### src/rtl/reg_file_sb.sv
// 32x32 register file with write-back bypass and a per-register pending-write scoreboard.
// Define REGFILE_BYPASS_EN to forward same-cycle write-back data to the read ports.
module reg_file_sb #(
    parameter int DATA_W = 32,
    parameter int ADDR_W = 5,
    parameter int CNT_W  = 2
) (
    input  logic              CLOCK,
    input  logic              RESET,
    input  logic              RW,
    input  logic [ADDR_W-1:0] DA,
    input  logic [DATA_W-1:0] BUS_D,
    input  logic [ADDR_W-1:0] AA,
    input  logic [ADDR_W-1:0] BA,
    output logic [DATA_W-1:0] A_DATA,
    output logic [DATA_W-1:0] B_DATA,
    input  logic              ISSUE_VALID,
    input  logic              USE_A,
    input  logic              USE_B,
    input  logic              ISSUE_RW,
    input  logic [ADDR_W-1:0] ISSUE_DA,
    output logic              STALL,
    output logic              SB_ERR
);
    localparam int NREG = 1 << ADDR_W;
    localparam logic [CNT_W-1:0] CNT_MAX = {CNT_W{1'b1}};

    logic [NREG-1:0][DATA_W-1:0] regs;
    logic [NREG-1:0][CNT_W-1:0]  cnt;
    logic [NREG-1:0]             inc, dec;
    logic                        wr_en, haz_a, haz_b, full_d, err_set;

    assign wr_en = RW && (DA != '0);

    always_ff @(posedge CLOCK) begin
        if (RESET) begin
            regs <= '0;
        end else if (wr_en) begin
            regs[DA] <= BUS_D;
        end
    end

    always_comb begin
        A_DATA = (AA == '0) ? '0 : regs[AA];
        B_DATA = (BA == '0) ? '0 : regs[BA];
`ifdef REGFILE_BYPASS_EN
        if (wr_en && (DA == AA)) A_DATA = BUS_D;
        if (wr_en && (DA == BA)) B_DATA = BUS_D;
`endif
    end

    // A last in-flight write landing this cycle is covered by the bypass.
    always_comb begin
        haz_a  = USE_A && (AA != '0) && (cnt[AA] != '0);
        haz_b  = USE_B && (BA != '0) && (cnt[BA] != '0);
`ifdef REGFILE_BYPASS_EN
        if ((cnt[AA] == CNT_W'(1)) && wr_en && (DA == AA)) haz_a = 1'b0;
        if ((cnt[BA] == CNT_W'(1)) && wr_en && (DA == BA)) haz_b = 1'b0;
`endif
        full_d = ISSUE_RW && (ISSUE_DA != '0) && (cnt[ISSUE_DA] == CNT_MAX);
        STALL  = ISSUE_VALID && (haz_a || haz_b || full_d);
    end

    // Register 0 is excluded from the scoreboard entirely.
    always_comb begin
        inc = '0;
        dec = '0;
        if (ISSUE_VALID && ISSUE_RW && !STALL && (ISSUE_DA != '0)) inc[ISSUE_DA] = 1'b1;
        if (wr_en) dec[DA] = 1'b1;
        err_set = wr_en && (cnt[DA] == '0);
    end

    always_ff @(posedge CLOCK) begin
        if (RESET) begin
            cnt    <= '0;
            SB_ERR <= 1'b0;
        end else begin
            for (int r = 1; r < NREG; r++) begin
                if (inc[r] && !dec[r]) begin
                    cnt[r] <= cnt[r] + CNT_W'(1);
                end else if (dec[r] && !inc[r] && (cnt[r] != '0)) begin
                    cnt[r] <= cnt[r] - CNT_W'(1);
                end
            end
            if (err_set) SB_ERR <= 1'b1;
        end
    end
endmodule

### config.mk
export PLATFORM = sky130hd
export DESIGN_NAME = reg_file_sb
export DESIGN_NICKNAME = d
export VERILOG_FILES = /design/src/rtl/reg_file_sb.sv
export SDC_FILE = /design/constraint.sdc
export NUM_CORES = 2
export LEC_CHECK = 0
export ABC_AREA = 0
export CELL_PAD_IN_SITES_DETAIL_PLACEMENT = 1
export CELL_PAD_IN_SITES_GLOBAL_PLACEMENT = 2
export CORE_ASPECT_RATIO = 0.75
export CORE_MARGIN = 2
export CORE_UTILIZATION = 41
export CTS_CLUSTER_DIAMETER = 150
export DETAILED_ROUTE_END_ITERATION = 10
export DONT_BUFFER_PORTS = 1
export PLACE_DENSITY_LB_ADDON = 0.1
export SYNTH_ARGS = -nofsm -noshare
export SYNTH_HDL_FRONTEND = slang
export SYNTH_SLANG_ARGS = --single-unit
### constraint.sdc
create_clock -name CLOCK -period 3.45 [get_ports CLOCK]
set_input_delay 0.345 -clock CLOCK [delete_from_list [all_inputs] [get_ports CLOCK]]
set_output_delay 0.345 -clock CLOCK [all_outputs]
set_load 0.01 [all_outputs]
==> flow_summary.toml <==
[floorplan]
die_y_um = 325
start_util = 0.414
fp.coreArea_mm2 = 0.136
die_w_um = 432
dieArea_mm2 = 0.141
core.rowCount = 117
io_pins = 125

[clocking]
tritoncts = "done"
postCtsSetupBuffers = 0
clock_latency_ns = 0.77
clock_path_buffers = 3
clockRootBuffer = "clkbuf_16"
h-tree-depth = 3
cts_sinks = 1087
numCtsBuffers = 116
clkSlewWorstSetupHoldPaths_ns = 0.06

[timing]
fmax_mhz = 296
worst_pin_slew_ns = 1.90
fin_setup_tns_ns = 0
finClkSkew_ns = 0.0115
slew_violations = 430
hold_viol = 0
min_period_ns = 3.38
finalSetupViolCount = 0
grt_setup_unrepaired = "no"
slew_headroom = -0.266
post-route-period-util = 0.980

[synthesis]
syn_nets = 6234
synth_warnings = 0
synth.avg_cell_area_um2 = 9.13
ys_ff_latch = 1087
ys_top_cells_by_area = "dfxtp_1, mux4_2, nand2_1"
synth_edf_count = 0
synth_top_area_cell = "dfxtp_1"
synth_area_mm2 = 0.0564
ys_seq_area_frac = 0.386
yosysUniqueCellTypes = 53
async_reset_ff_frac = 0
synth_cells = 6175
yosysTopAreaCellShare = 0.386
ys.flop_type = "dfxtp_1"

[detailed_routing]
dr.pass1.iters = 5
vias_per_cell = 6.34
vias = 53000
wl_per_cell_um = 31.3
drc = 0
wl_um = 262000
detail_route.iter0.violations = 5922
ant_nets = 0

[global_routing]
grt_max_degree = 593
antenna_found_initial = 8
grt.total_usage = 0.368
grt_overflow_total = 0
grt_pass1_wl_um = 380000
grt_pass1_vias = 54100

[finish]
layout.nets = 6531
drive_above_1_share = 0.169
areaGrowthSynthToFinish_pct = 22.6
final_core_util = 0.508
postLayoutCellArea_mm2 = 0.0691

[critical_path]
path_class = "reg -> out"
crit_arrival_ns = 3.03
cp.required_ns = 3.11
cp-end-kind = "output pin"
crit_path_max_fanout = 7
start_kind = "flip-flop"

[power]
internal_power_mw = 21.0
p_clk_frac = 0.485
p_switching_mw = 6.79
leakagePower_nw = 24.2
seqPwrFrac = 0.457
p_sw_frac = 0.244
finalPower_mw = 27.8
comb_power_share = 0.059
power.density_mw_per_mm2 = 403
ir_worst_vdd_mv = 0.378

[run_status]
violations = "max-slew violations"
status = "finished with violations"

[place]
placed_cell_area_mm2 = 0.0579
io_buffers = 0
hpwl_um = 136000
globalplace.congestion = 0.842

[hold_path]
hp-class = "in -> reg"

[job]
maxCapViolations = 0
## metal layers
layer  global-route usage  routed length [µm]  vias up
met5                    0                  34        -
met4                0.130               10500        4
met3               0.0859               24900      528
met2                0.566              117000     2409
met1                0.507              109000    27600
li1                     -                   -    22400
## area by class of cell
type,instances,area (µm²)
fill,15200,67000
multi-input combinational,4421,32500
clock buffer,172,3470
antenna,5,12.5
timing repair buffer,804,8410
inverter,42,163
tap,1785,2230
sequential,1087,21800
clock inverter,44,522
## cells in the mapped netlist (2+ instances only)
cell / n
a21oi_1: 998
inv_1: 39
o2111ai_1: 25
nor4_1: 17
nand4b_1: 21
a311oi_1: 17
nand4_1: 6
a32o_1: 20
buf_6: 2
nor3b_1: 3
mux2i_1: 55
nor3_1: 51
nor2_1: 149
mux4_2: 667
and2_1: 3
a31oi_1: 3
o211ai_1: 35
nor2b_1: 46
or3_1: 3
or2_2: 3
nor4b_1: 14
and3_1: 20
buf_2: 30
a41oi_1: 16
buf_1: 51
a21boi_0: 2
inv_2: 3
and3b_1: 3
nand2b_1: 12
o22ai_1: 6
clkbuf_1: 541
nand2_1: 2120
or3b_2: 3
o21ai_0: 37
dfxtp_1: 1087
nand3_1: 36
nand3b_1: 4
and2_0: 2
o2bb2ai_1: 11
## layout by cell type (no fill, tap or decap), drive strengths merged, types with 10 or more instances in the layout
cell type | synthesis | final
buf | 84 | 158
o211ai | 35 | 35
a21oi | 998 | 998
nand4b | 21 | 21
nor4 | 17 | 17
nand2b | 12 | 12
nor3 | 51 | 51
nand2 | 2120 | 2120
a41oi | 16 | 16
dlygate4sd3 | 0 | 646
o21ai | 38 | 38
bufinv | 0 | 10
and3 | 20 | 20
nor4b | 14 | 14
o2111ai | 25 | 25
a32o | 20 | 20
nor2 | 149 | 149
mux4 | 667 | 667
nor2b | 46 | 46
o2bb2ai | 11 | 11
clkbuf | 541 | 172
a311oi | 17 | 17
inv | 42 | 44
nand3 | 36 | 36
mux2i | 55 | 55
clkinv | 0 | 28
dfxtp | 1087 | 1087
## repair_timing
action,CTS,global route
hold buffers,681,0
pin swaps,0,1
gates resized for setup,4,15
endpoints found under the hold margin,1054,0
endpoints found under the setup margin,1,1
cloned,0,0
## cells by family (layout without fill, tap and decap cells)
| logic type | Yosys count | after routing | share of synthesized area |
|---|---|---|---|
| buffers and inverters | 667 | 1062 | 0.0454 |
| AND/OR/NAND/NOR | 2517 | 2517 | 0.179 |
| AO/OA/AOI/OAI | 1182 | 1182 | 0.114 |
| multiplexers | 722 | 722 | 0.276 |
| other | 0 | 5 | 0 |
| flip-flops | 1087 | 1087 | 0.386 |
## sequential cells by signal, summed over array words and instances, names as in the netlist
signal / flops
regs: 1024
cnt: 62
SB_ERR: 1
## critical path, cell delays in order, from the launching register on
cell and delay (ns):
dfxtp_1 0.48, nor2_1 0.12, mux4_2 0.48, a221o_1 0.30, o211ai_1 0.21, nand3_2 0.27
a21boi_4 0.25, buf_4 0.15
## worst paths after layout
path                                              from                endpoint  slack, ns  depth (start not counted)
worst max register to register    cnt[14]$_SDFFE_PP0P_    cnt[53]$_SDFFE_PP0P_       0.43                          9
worst min-delay path                       ISSUE_DA[3]     cnt[5]$_SDFFE_PP0P_       0.05                          4
worst max-delay path              cnt[14]$_SDFFE_PP0P_                   STALL       0.07                          7
worst min register to register  regs[985]$_SDFFE_PP0P_  regs[985]$_SDFFE_PP0P_       0.46                          2
## stage by stage
step | hold slack (ns) | std cells | worst slack (ns)
after detailed placement | 0.458 | 7458 | 0.369
after global routing | 0.0512 | 8356 | 0.0168
after global placement | 0.448 | 7458 | 0.520
after floorplan | 0.443 | 6175 | 0.332
final | 0.0467 | 8360 | 0.0701
after CTS | 0.00768 | 8355 | 0.0186
## power by group through the flow
| stage | combinational [mW] | clock [mW] | sequential, mW |
|---|---|---|---|
| after global placement | 1.04 | 0 | 13.0 |
| final | 1.64 | 13.5 | 12.7 |
| after floorplan | 1.37 | 0 | 13.0 |
| after detailed placement | 1.06 | 0 | 13.0 |
| after global routing | 1.69 | 14.1 | 12.7 |
| after CTS | 1.60 | 13.6 | 12.7 |
Note: power is estimated with default switching activity, not from simulation.
